==> src/rtl/ex_muldiv_if.sv <==
// Request/response bundle between the execute stage and the multi-cycle
// multiply/divide unit.
interface ex_muldiv_if #(
    parameter int WIDTH = 32
);
    logic               start_i;
    logic [1:0]         op_i;
    logic [WIDTH-1:0]   opdata1_i;
    logic [WIDTH-1:0]   opdata2_i;
    logic               annul_i;
    logic [2*WIDTH-1:0] result_o;
    logic               ready_o;
    logic               busy_o;
    logic               stallreq_o;

    modport master (
        output start_i, op_i, opdata1_i, opdata2_i, annul_i,
        input  result_o, ready_o, busy_o, stallreq_o
    );

    modport slave (
        input  start_i, op_i, opdata1_i, opdata2_i, annul_i,
        output result_o, ready_o, busy_o, stallreq_o
    );
endinterface

==> src/rtl/ex_muldiv.sv <==
// Multi-cycle signed/unsigned multiply (shift-add) and divide (restoring),
// one bit per cycle, returning {HI, LO}.
module ex_muldiv #(
    parameter int WIDTH = 32,
    parameter int CNT_W = 6
) (
    input  logic        clk,
    input  logic        rst,
    ex_muldiv_if.slave  bus
);
    typedef enum logic [1:0] {IDLE, RUN, DONE} state_t;

    state_t             state_reg;
    logic [CNT_W-1:0]   cnt_reg;
    logic               is_div_reg;
    logic               neg_lo_reg;
    logic               neg_hi_reg;
    // Multiply: {partial product, remaining multiplier bits}.
    // Divide: low half shifts dividend bits out and quotient bits in.
    logic [2*WIDTH-1:0] acc_reg;
    logic [WIDTH:0]     rem_reg;
    logic [WIDTH-1:0]   opb_reg;
    logic [2*WIDTH-1:0] result_reg;
    logic               ready_reg;
    logic               busy_reg;

    logic [WIDTH-1:0]   opd [2];
    logic [WIDTH-1:0]   abs_opd [2];
    logic               sgn [2];

    assign opd[0] = bus.opdata1_i;
    assign opd[1] = bus.opdata2_i;

    genvar gi;
    generate
        for (gi = 0; gi < 2; gi++) begin : g_abs
            assign sgn[gi]     = ~bus.op_i[0] & opd[gi][WIDTH-1];
            assign abs_opd[gi] = sgn[gi] ? -opd[gi] : opd[gi];
        end
    endgenerate

    logic [WIDTH:0]     mul_sum;
    logic [2*WIDTH-1:0] mul_next;
    logic [WIDTH+1:0]   rem_shift;
    logic               div_ge;
    logic [WIDTH:0]     rem_next;
    logic [WIDTH-1:0]   quo_next;
    logic [2*WIDTH-1:0] fin_result;

    always_comb begin
        mul_sum   = {1'b0, acc_reg[2*WIDTH-1:WIDTH]} + (acc_reg[0] ? {1'b0, opb_reg} : '0);
        mul_next  = {mul_sum, acc_reg[WIDTH-1:1]};

        rem_shift = {rem_reg, acc_reg[WIDTH-1]};
        div_ge    = rem_shift >= {2'b00, opb_reg};
        rem_next  = div_ge ? (rem_shift[WIDTH:0] - {1'b0, opb_reg}) : rem_shift[WIDTH:0];
        quo_next  = {acc_reg[WIDTH-2:0], div_ge};

        // Sign fix-up of the final iteration's values, so DONE holds a finished result
        if (is_div_reg) begin
            fin_result = {(neg_hi_reg ? -rem_next[WIDTH-1:0] : rem_next[WIDTH-1:0]),
                          (neg_lo_reg ? -quo_next : quo_next)};
        end else begin
            fin_result = neg_lo_reg ? -mul_next : mul_next;
        end
    end

    always_ff @(posedge clk) begin
        if (rst) begin
            state_reg  <= IDLE;
            cnt_reg    <= '0;
            is_div_reg <= 1'b0;
            neg_lo_reg <= 1'b0;
            neg_hi_reg <= 1'b0;
            acc_reg    <= '0;
            rem_reg    <= '0;
            opb_reg    <= '0;
            result_reg <= '0;
            ready_reg  <= 1'b0;
            busy_reg   <= 1'b0;
        end else begin
            ready_reg <= 1'b0;
            case (state_reg)
                IDLE: begin
                    if (bus.start_i && !bus.annul_i) begin
                        is_div_reg <= bus.op_i[1];
                        neg_lo_reg <= sgn[0] ^ sgn[1];
                        neg_hi_reg <= sgn[0];
                        cnt_reg    <= '0;
                        rem_reg    <= '0;
                        if (bus.op_i[1] && (bus.opdata2_i == '0)) begin
                            result_reg <= {bus.opdata1_i, {WIDTH{1'b1}}};
                            ready_reg  <= 1'b1;
                            state_reg  <= DONE;
                        end else begin
                            acc_reg   <= {{WIDTH{1'b0}}, (bus.op_i[1] ? abs_opd[0] : abs_opd[1])};
                            opb_reg   <= bus.op_i[1] ? abs_opd[1] : abs_opd[0];
                            busy_reg  <= 1'b1;
                            state_reg <= RUN;
                        end
                    end
                end
                RUN: begin
                    if (bus.annul_i) begin
                        busy_reg  <= 1'b0;
                        cnt_reg   <= '0;
                        state_reg <= IDLE;
                    end else begin
                        acc_reg <= is_div_reg ? {acc_reg[2*WIDTH-1:WIDTH], quo_next} : mul_next;
                        rem_reg <= rem_next;
                        if (cnt_reg == CNT_W'(WIDTH-1)) begin
                            result_reg <= fin_result;
                            ready_reg  <= 1'b1;
                            busy_reg   <= 1'b0;
                            cnt_reg    <= '0;
                            state_reg  <= DONE;
                        end else begin
                            cnt_reg <= cnt_reg + 1'b1;
                        end
                    end
                end
                DONE:    state_reg <= IDLE;
                default: state_reg <= IDLE;
            endcase
        end
    end

    assign bus.result_o   = result_reg;
    assign bus.ready_o    = ready_reg;
    assign bus.busy_o     = busy_reg;
    assign bus.stallreq_o = ((state_reg == IDLE) && bus.start_i && !bus.annul_i) || (state_reg == RUN);
endmodule

==> src/flat_wrapper.sv <==
// flat-port wrapper written by rule: the top's interface ports become plain ports
module ex_muldiv_flat 
#(
    parameter int WIDTH = 32,
    parameter int CNT_W = 6
)
  (clk, rst, bus_start_i, bus_op_i, bus_opdata1_i, bus_opdata2_i, bus_annul_i, bus_result_o, bus_ready_o, bus_busy_o, bus_stallreq_o);
  ex_muldiv_if #(.WIDTH(WIDTH)) bus_i ();
  input  logic clk;
  input  logic rst;
  input wire logic [$bits(bus_i.start_i)-1:0] bus_start_i;
  input wire logic [$bits(bus_i.op_i)-1:0] bus_op_i;
  input wire logic [$bits(bus_i.opdata1_i)-1:0] bus_opdata1_i;
  input wire logic [$bits(bus_i.opdata2_i)-1:0] bus_opdata2_i;
  input wire logic [$bits(bus_i.annul_i)-1:0] bus_annul_i;
  output wire logic [$bits(bus_i.result_o)-1:0] bus_result_o;
  output wire logic [$bits(bus_i.ready_o)-1:0] bus_ready_o;
  output wire logic [$bits(bus_i.busy_o)-1:0] bus_busy_o;
  output wire logic [$bits(bus_i.stallreq_o)-1:0] bus_stallreq_o;
  assign bus_i.start_i = bus_start_i;
  assign bus_i.op_i = bus_op_i;
  assign bus_i.opdata1_i = bus_opdata1_i;
  assign bus_i.opdata2_i = bus_opdata2_i;
  assign bus_i.annul_i = bus_annul_i;
  assign bus_result_o = bus_i.result_o;
  assign bus_ready_o = bus_i.ready_o;
  assign bus_busy_o = bus_i.busy_o;
  assign bus_stallreq_o = bus_i.stallreq_o;
  ex_muldiv #(.WIDTH(WIDTH), .CNT_W(CNT_W)) u_core (.clk(clk), .rst(rst), .bus(bus_i));
endmodule
==> config.mk <==
export PLATFORM = sky130hd
export DESIGN_NAME = ex_muldiv_flat
export DESIGN_NICKNAME = d
export VERILOG_FILES = /design/src/rtl/ex_muldiv_if.sv /design/src/rtl/ex_muldiv.sv /design/src/flat_wrapper.sv
export SDC_FILE = /design/constraint.sdc
export NUM_CORES = 1
export LEC_CHECK = 0
export ABC_AREA = 1
export CORE_ASPECT_RATIO = 2
export CORE_MARGIN = 4
export CORE_UTILIZATION = 45
export DETAILED_ROUTE_END_ITERATION = 8
export PLACE_DENSITY = 0.66
export SYNTH_ARGS = -nofsm -noshare
export SYNTH_HDL_FRONTEND = slang
export SYNTH_SLANG_ARGS = --single-unit
export TNS_END_PERCENT = 1
==> constraint.sdc <==
create_clock -name clk -period 3.4 [get_ports clk]
set_input_delay 0.51 -clock clk [delete_from_list [all_inputs] [get_ports clk]]
set_output_delay 0.51 -clock clk [all_outputs]
set_load 0.01 [all_outputs]
==> results of run 1 <==
-- where the power goes --
group          switching (mW)  total [mW]  internal (mW)
sequential              0.131        2.64           2.51
combinational            2.40        3.95           1.55
clock                    1.19        2.89           1.70
-- through the flow --
| stage | setup WS, ns | total power, mW |
|---|---|---|
| finish | -0.123 | 9.48 |
| global route | -0.227 | 9.83 |
| CTS | -0.0332 | 9.18 |
| detailed placement | -0.583 | 6.16 |
| global placement | -0.505 | 6.13 |
| floorplan | 0.0136 | 4.52 |
-- critical path: cells and delay by family (launching register included) --
kind | cells | cell delay (ns)
simple gates | 11 | 1.11
flops | 1 | 0.39
buf+inv | 5 | 0.59
compound gates | 3 | 0.58
fa+ha+maj | 2 | 0.49
xor+xnor | 1 | 0.19
-- logic make-up (layout without fill, tap and decap cells) --
logic type               after synthesis  in the layout  synth area share
buffers and inverters                551           1172             0.112
AND/OR/NAND/NOR                     1607           1608             0.361
other                                  0              4                 0
XOR/XNOR                             131            131            0.0597
flip-flops                           206            206             0.215
AO/OA/AOI/OAI                        676            676             0.205
adder cells (fa/ha/maj)               72             72            0.0477
-- placed cells by master (no fill, tap or decap), types with 40 or more instances in the layout --
cell and n:
clkdlybuf4s50_1 134, inv_1 363, dfxtp_1 188, nor3_1 40
a21oi_1 247, nand2_2 84, nand2_1 799, nor2_1 251
xor2_1 99, nand3_1 192, buf_4 562, nand4_1 45
nor2_2 46, o21ai_0 170
-- area by class of cell --
type,count,area (um2)
Timing Repair Buffer,723,5970
Clock inverter,11,205
Fill cell,3939,14300
Multi-Input combinational cell,2487,14600
Antenna cell,4,10.0
Sequential cell,206,4160
Inverter,409,1550
Tap cell,540,676
Clock buffer,29,628
-- worst min path at each step --
stage | from | end | slack (ns) | cells past startpoint
final | rst | u_core.rem_reg[27] | 0.12 | 2
after global routing | rst | u_core.rem_reg[27] | 0.13 | 2
after CTS | rst | u_core.rem_reg[27] | 0.10 | 2
after detailed placement | u_core.bus.result_o[27] | u_core.bus.result_o[27] | 0.46 | 2
after global placement | u_core.rem_reg[32] | u_core.rem_reg[32] | 0.45 | 2
after floorplan | u_core.acc_reg[43] | u_core.acc_reg[43] | 0.45 | 2
-- routing by layer --
layer | global-route usage | part of all wire | up-vias | routed length, um
met5 | 0 | 0 | - | 0
met4 | 0.407 | 0.13 | 0 | 13300
met3 | 0.0716 | 0.076 | 566 | 7740
met2 | 0.715 | 0.48 | 1362 | 48100
met1 | 0.410 | 0.32 | 11806 | 32000
li1 | - | - | 11840 | -
-- what timing repair did --
item | 4_1_cts | 5_1_grt
setup endpoints to repair | 46 | 73
hold buffers | 0 | 0
pin swaps | 49 | 90
setup buffers | 19 | 16
gates resized for setup | 183 | 234
cloned | 2 | 0
==> impl_metrics.toml, run 1 <==
[run_status]
status = "finished with violations"
violations = "setup timing"

[drt]
remaining_drc_errors = 0
viasPerCell = 5.80
drtPass1Iterations = 6
drt_iter0_drc = 2289
wl_um = 101000
antenna_left = 0
wl_per_cell_um = 23.0
vias = 25574

[sta]
finalSetupViolCount = 15
setup_slack_ns = -0.123
worst_slew_pin_slew_ns = 1.24
holdWs_ns = 0.119
relSlewSlack = 0.175
layout_worst_path_cycle_share = 1.04
finClkSkew_ns = 0.0377
drv_slew = 0
finalCriticalPeriod_ns = 3.52
fmaxAchievable_ghz = 0.284
rsz0062_at_grt = "true"
finalHoldViolations = 0
final.setup.tns_ns = -0.892

[placed_design]
dp_hpwl_um = 80200
placed_area_um2 = 25000
portBuffers = 136
dp.cells = 4331
gp_congestion = 1.08

[global_route]
grt_max_degree = 90
grt_pass1_vias = 24997
grt.total_usage = 0.415
grt_pass1_wl_um = 147000
antenna_found_initial = 4
overflow = 0

[logic_synthesis]
ys_ff_latch = 206
synthTopCellsByArea = "dfxtp_1 (21%), nand2_1 (17%), inv_1 (7.5%)"
yosysSeqAreaShare = 0.215
yosys_most_used_dff = "dfxtp_1"
syn_area_um2 = 19200
synth_edf_count = 0
ys_warn_count = 0
synthArstFlopShare = 0
synth_top_cell_area_share = 0.215
ys_types = 67
ys_top_cells_by_count = "nand2_1 (879), inv_1 (386), nor2_1 (309)"
syn_inst = 3243
syn_nets = 3385
synth_area_per_cell_um2 = 5.92
synth.most_common_cell = "nand2_1"
synth.largest_area_cell = "dfxtp_1"

[worst_setup_path]
slowest_delay_ns = 0.39
r2r_start = "u_core.opb_reg[0]"
timing.rr.end = "u_core.bus.result_o[47]"
crit_required_ns = 3.84
cp.arrival_ns = 3.96
cpMaxStageDelayCell = "dfxtp_4"
rrSetupSlack_ns = -0.12
setup.worst_path.class = "reg -> reg"
crit_path_start = "u_core.opb_reg[0]"
cp-start-kind = "flop"
critPathCapture = "u_core.bus.result_o[47]"
crit_chain = "buf_6 > ha_4 > inv_2 > fa_2 > nand3_2 > nand3_4 > nand2_4 > nand2_4 > nand3_4 > nand2_8 > buf_12 > buf_6 > o21ai_4 > buf_6 > nand3_4 > nor2_4 > nand2_2 > nand2_2 > xor2_2 > nand2_1 > o211ai_1 > a21oi_1"
endpoint_kind = "flop"
path_max_fanout = 7
r2r_cells = 22

[clock_network]
path_clk_slew_ns = 0.07
cts-buffers-inserted = 23
tritoncts = "built"
root_buffer = "clkbuf_16"
clkSinkCount = 206
clkLatencyLatePin_ns = 0.59
cts_buffer_depth = 3
htreeDepth = 1

[layout]
final_area_um2 = 27800
final_cells = 4409
final_core_util = 0.660
layout.nets = 3992
area_delta_synth_final_pct = 44.5
drive_gt1_frac = 0.271

[floorplanning]
io_pins = 137
die_y_um = 300
rows = 106
die_w_um = 154
die_area_um2 = 46300
initial_core_util = 0.457
core_area_um2 = 42000

[run]
drv_cap = 0

[power_and_ir_drop]
ir_worst_vdd_mv = 0.322
p_leak_nw = 13.1
power.density_nw_per_um2 = 342

[min_path]
hold_path_class = "in -> reg"
(Power assumes the default switching activity.)
==> run 2, diff against run 1 <==
--- a/config.mk
+++ b/config.mk
@@ -6,11 +6,14 @@
 export NUM_CORES = 1
 export LEC_CHECK = 0
 export ABC_AREA = 1
+export CELL_PAD_IN_SITES_DETAIL_PLACEMENT = 0
+export CELL_PAD_IN_SITES_GLOBAL_PLACEMENT = 1
 export CORE_ASPECT_RATIO = 2
 export CORE_MARGIN = 4
-export CORE_UTILIZATION = 45
+export CORE_UTILIZATION = 38
 export DETAILED_ROUTE_END_ITERATION = 8
-export PLACE_DENSITY = 0.66
+export GPL_TIMING_DRIVEN = 0
+export PLACE_DENSITY_LB_ADDON = 0.1
 export SYNTH_ARGS = -nofsm -noshare
 export SYNTH_HDL_FRONTEND = slang
 export SYNTH_SLANG_ARGS = --single-unit
==> run 2 against run 1 <==
The flow still finishes with violations (setup timing). Clock power down 1%. Non-clock buffer count is 361 lower. Power fell by 3.8%. Flip-flop and latch count stayed put. Critical endpoint is now u_core.bus.result_o[40]. Highest routed layer unchanged.
==> impl_metrics.toml, run 2 (synthesis gave the netlist of run 1 again) <==
[global_route]
grt_pass1_vias = 23257
grt_pass1_wl_um = 156000
grt_max_degree = 16
antenna_found_initial = 1
grt.total_usage = 0.387
overflow = 0

[drt]
wl_per_cell_um = 26.8
drtPass1Iterations = 6
vias = 24160
remaining_drc_errors = 0
antenna_left = 0
viasPerCell = 5.82
drt_iter0_drc = 2364
wl_um = 111000

[floorplanning]
initial_core_util = 0.384
rows = 116
die_w_um = 167
io_pins = 137
die_area_um2 = 54400
core_area_um2 = 50100
die_y_um = 326

[sta]
finalHoldViolations = 0
layout_worst_path_cycle_share = 1.15
relSlewSlack = 0.159
setup_slack_ns = -0.513
finalCriticalPeriod_ns = 3.91
finClkSkew_ns = 0.0445
worst_slew_pin_slew_ns = 1.26
drv_slew = 0
holdWs_ns = 0.466
fmaxAchievable_ghz = 0.256
rsz0062_at_grt = "true"
finalSetupViolCount = 38

[clock_network]
htreeDepth = 1
cts_buffer_depth = 3
cts-buffers-inserted = 22
clkLatencyLatePin_ns = 0.61
tritoncts = "built"
clkSinkCount = 206
root_buffer = "clkbuf_16"
path_clk_slew_ns = 0.07

[min_path]
hold_path_class = "reg -> reg"

[layout]
layout.nets = 3629
layout_commonest_cell = "nand2_1"
drive_gt1_frac = 0.168
final_cells = 4151
final_core_util = 0.496
final_cell_mix = "nand2_1 (814), inv_1 (360), nor2_1 (266)"
area_delta_synth_final_pct = 29.3
diodes = 0

[placed_design]
portBuffers = 136
dp_hpwl_um = 89400
dp_slack_ns = -1.66
gp_congestion = 1.11
dp.cells = 4028

[run_status]
status = "finished with violations"
violations = "setup timing"

[worst_setup_path]
endpoint_kind = "flop"
cp.arrival_ns = 4.44
path_max_fanout = 6
setup.worst_path.class = "reg -> reg"
crit_required_ns = 3.93
cp-start-kind = "flop"

[power_and_ir_drop]
power.density_nw_per_um2 = 367
p_leak_nw = 10.9
ir_worst_vdd_mv = 0.387
total_power_mw = 9.12

[run]
drv_cap = 0
[run 2: cell count changes in the layout (fill, tap and decap cells not counted), sizes merged, moves of 2 or more]
cell / before / now
diode: 4 / 0
clkinv: 9 / 11
dlygate4sd2: 0 / 2
clkbuf: 29 / 133
buf: 589 / 120
[run 2: routing by layer]
metal,vias to the layer above,GRT usage,routed length [um]
li1,11141,-,-
met1,11286,0.390,36800
met2,1247,0.669,53600
met3,486,0.0608,6870
met4,0,0.368,13900
met5,-,0,0
[run 2: through the flow]
| stage | instance area, um2 | TNS (ns) |
|---|---|---|
| after detailed placement | 21400 | -155.37 |
| after floorplan | 19200 | 0 |
| after CTS | 23800 | -3.94 |
| after global placement | 21400 | -151.44 |
| after global routing | 24800 | -15.17 |
| final | 24800 | -6.56 |
[run 2: area by class of cell]
class | count | area, um2
fill | 5289 | 25200
multi-input combinational | 2486 | 14600
sequential | 206 | 4240
timing repair buffer | 223 | 2110
inverter | 409 | 1560
tap | 649 | 812
buffer | 139 | 661
clock buffer | 28 | 603
clock inverter | 11 | 206
[run 2: repair_timing]
item | in CTS | in global routing
buffers inserted | 49 | 36
setup endpoints to repair | 154 | 133
endpoints found under the hold margin | 0 | 0
hold buffers | 0 | 0
gates cloned | 1 | 1
gates resized for setup | 337 | 192
pin swaps | 61 | 60
[run 2: path summary, 6_finish.rpt]
kind         slack, ns               startpoint                 endpoint  cells past startpoint
max              -0.51        u_core.acc_reg[0]  u_core.bus.result_o[40]                     16
min               0.47  u_core.bus.result_o[56]  u_core.bus.result_o[56]                      2
max reg2reg      -0.51        u_core.acc_reg[0]  u_core.bus.result_o[40]                     16
min reg2reg       0.47  u_core.bus.result_o[56]  u_core.bus.result_o[56]                      2
[run 2: where the power goes]
part / internal, mW / switching (mW) / total (mW)
clock network: 1.65 / 1.20 / 2.85
registers: 2.51 / 0.139 / 2.65
logic: 1.14 / 2.49 / 3.63
total: 5.29 / 3.83 / 9.12
[run 2: critical path, stage by stage (launching register included)]
cell and delay [ns]:
dfxtp_4 0.46, buf_6 0.14, nand2_1 0.10, inv_1 0.10, ha_2 0.31, a21o_1 0.20
a21oi_2 0.18, nand2_4 0.12, xor2_4 0.20, nor2_4 0.15, nand2_2 0.09, nor3_4 0.20
nor2_1 0.07, xor2_1 0.18, o211ai_1 0.98, o21ai_1 0.15, a21oi_1 0.18
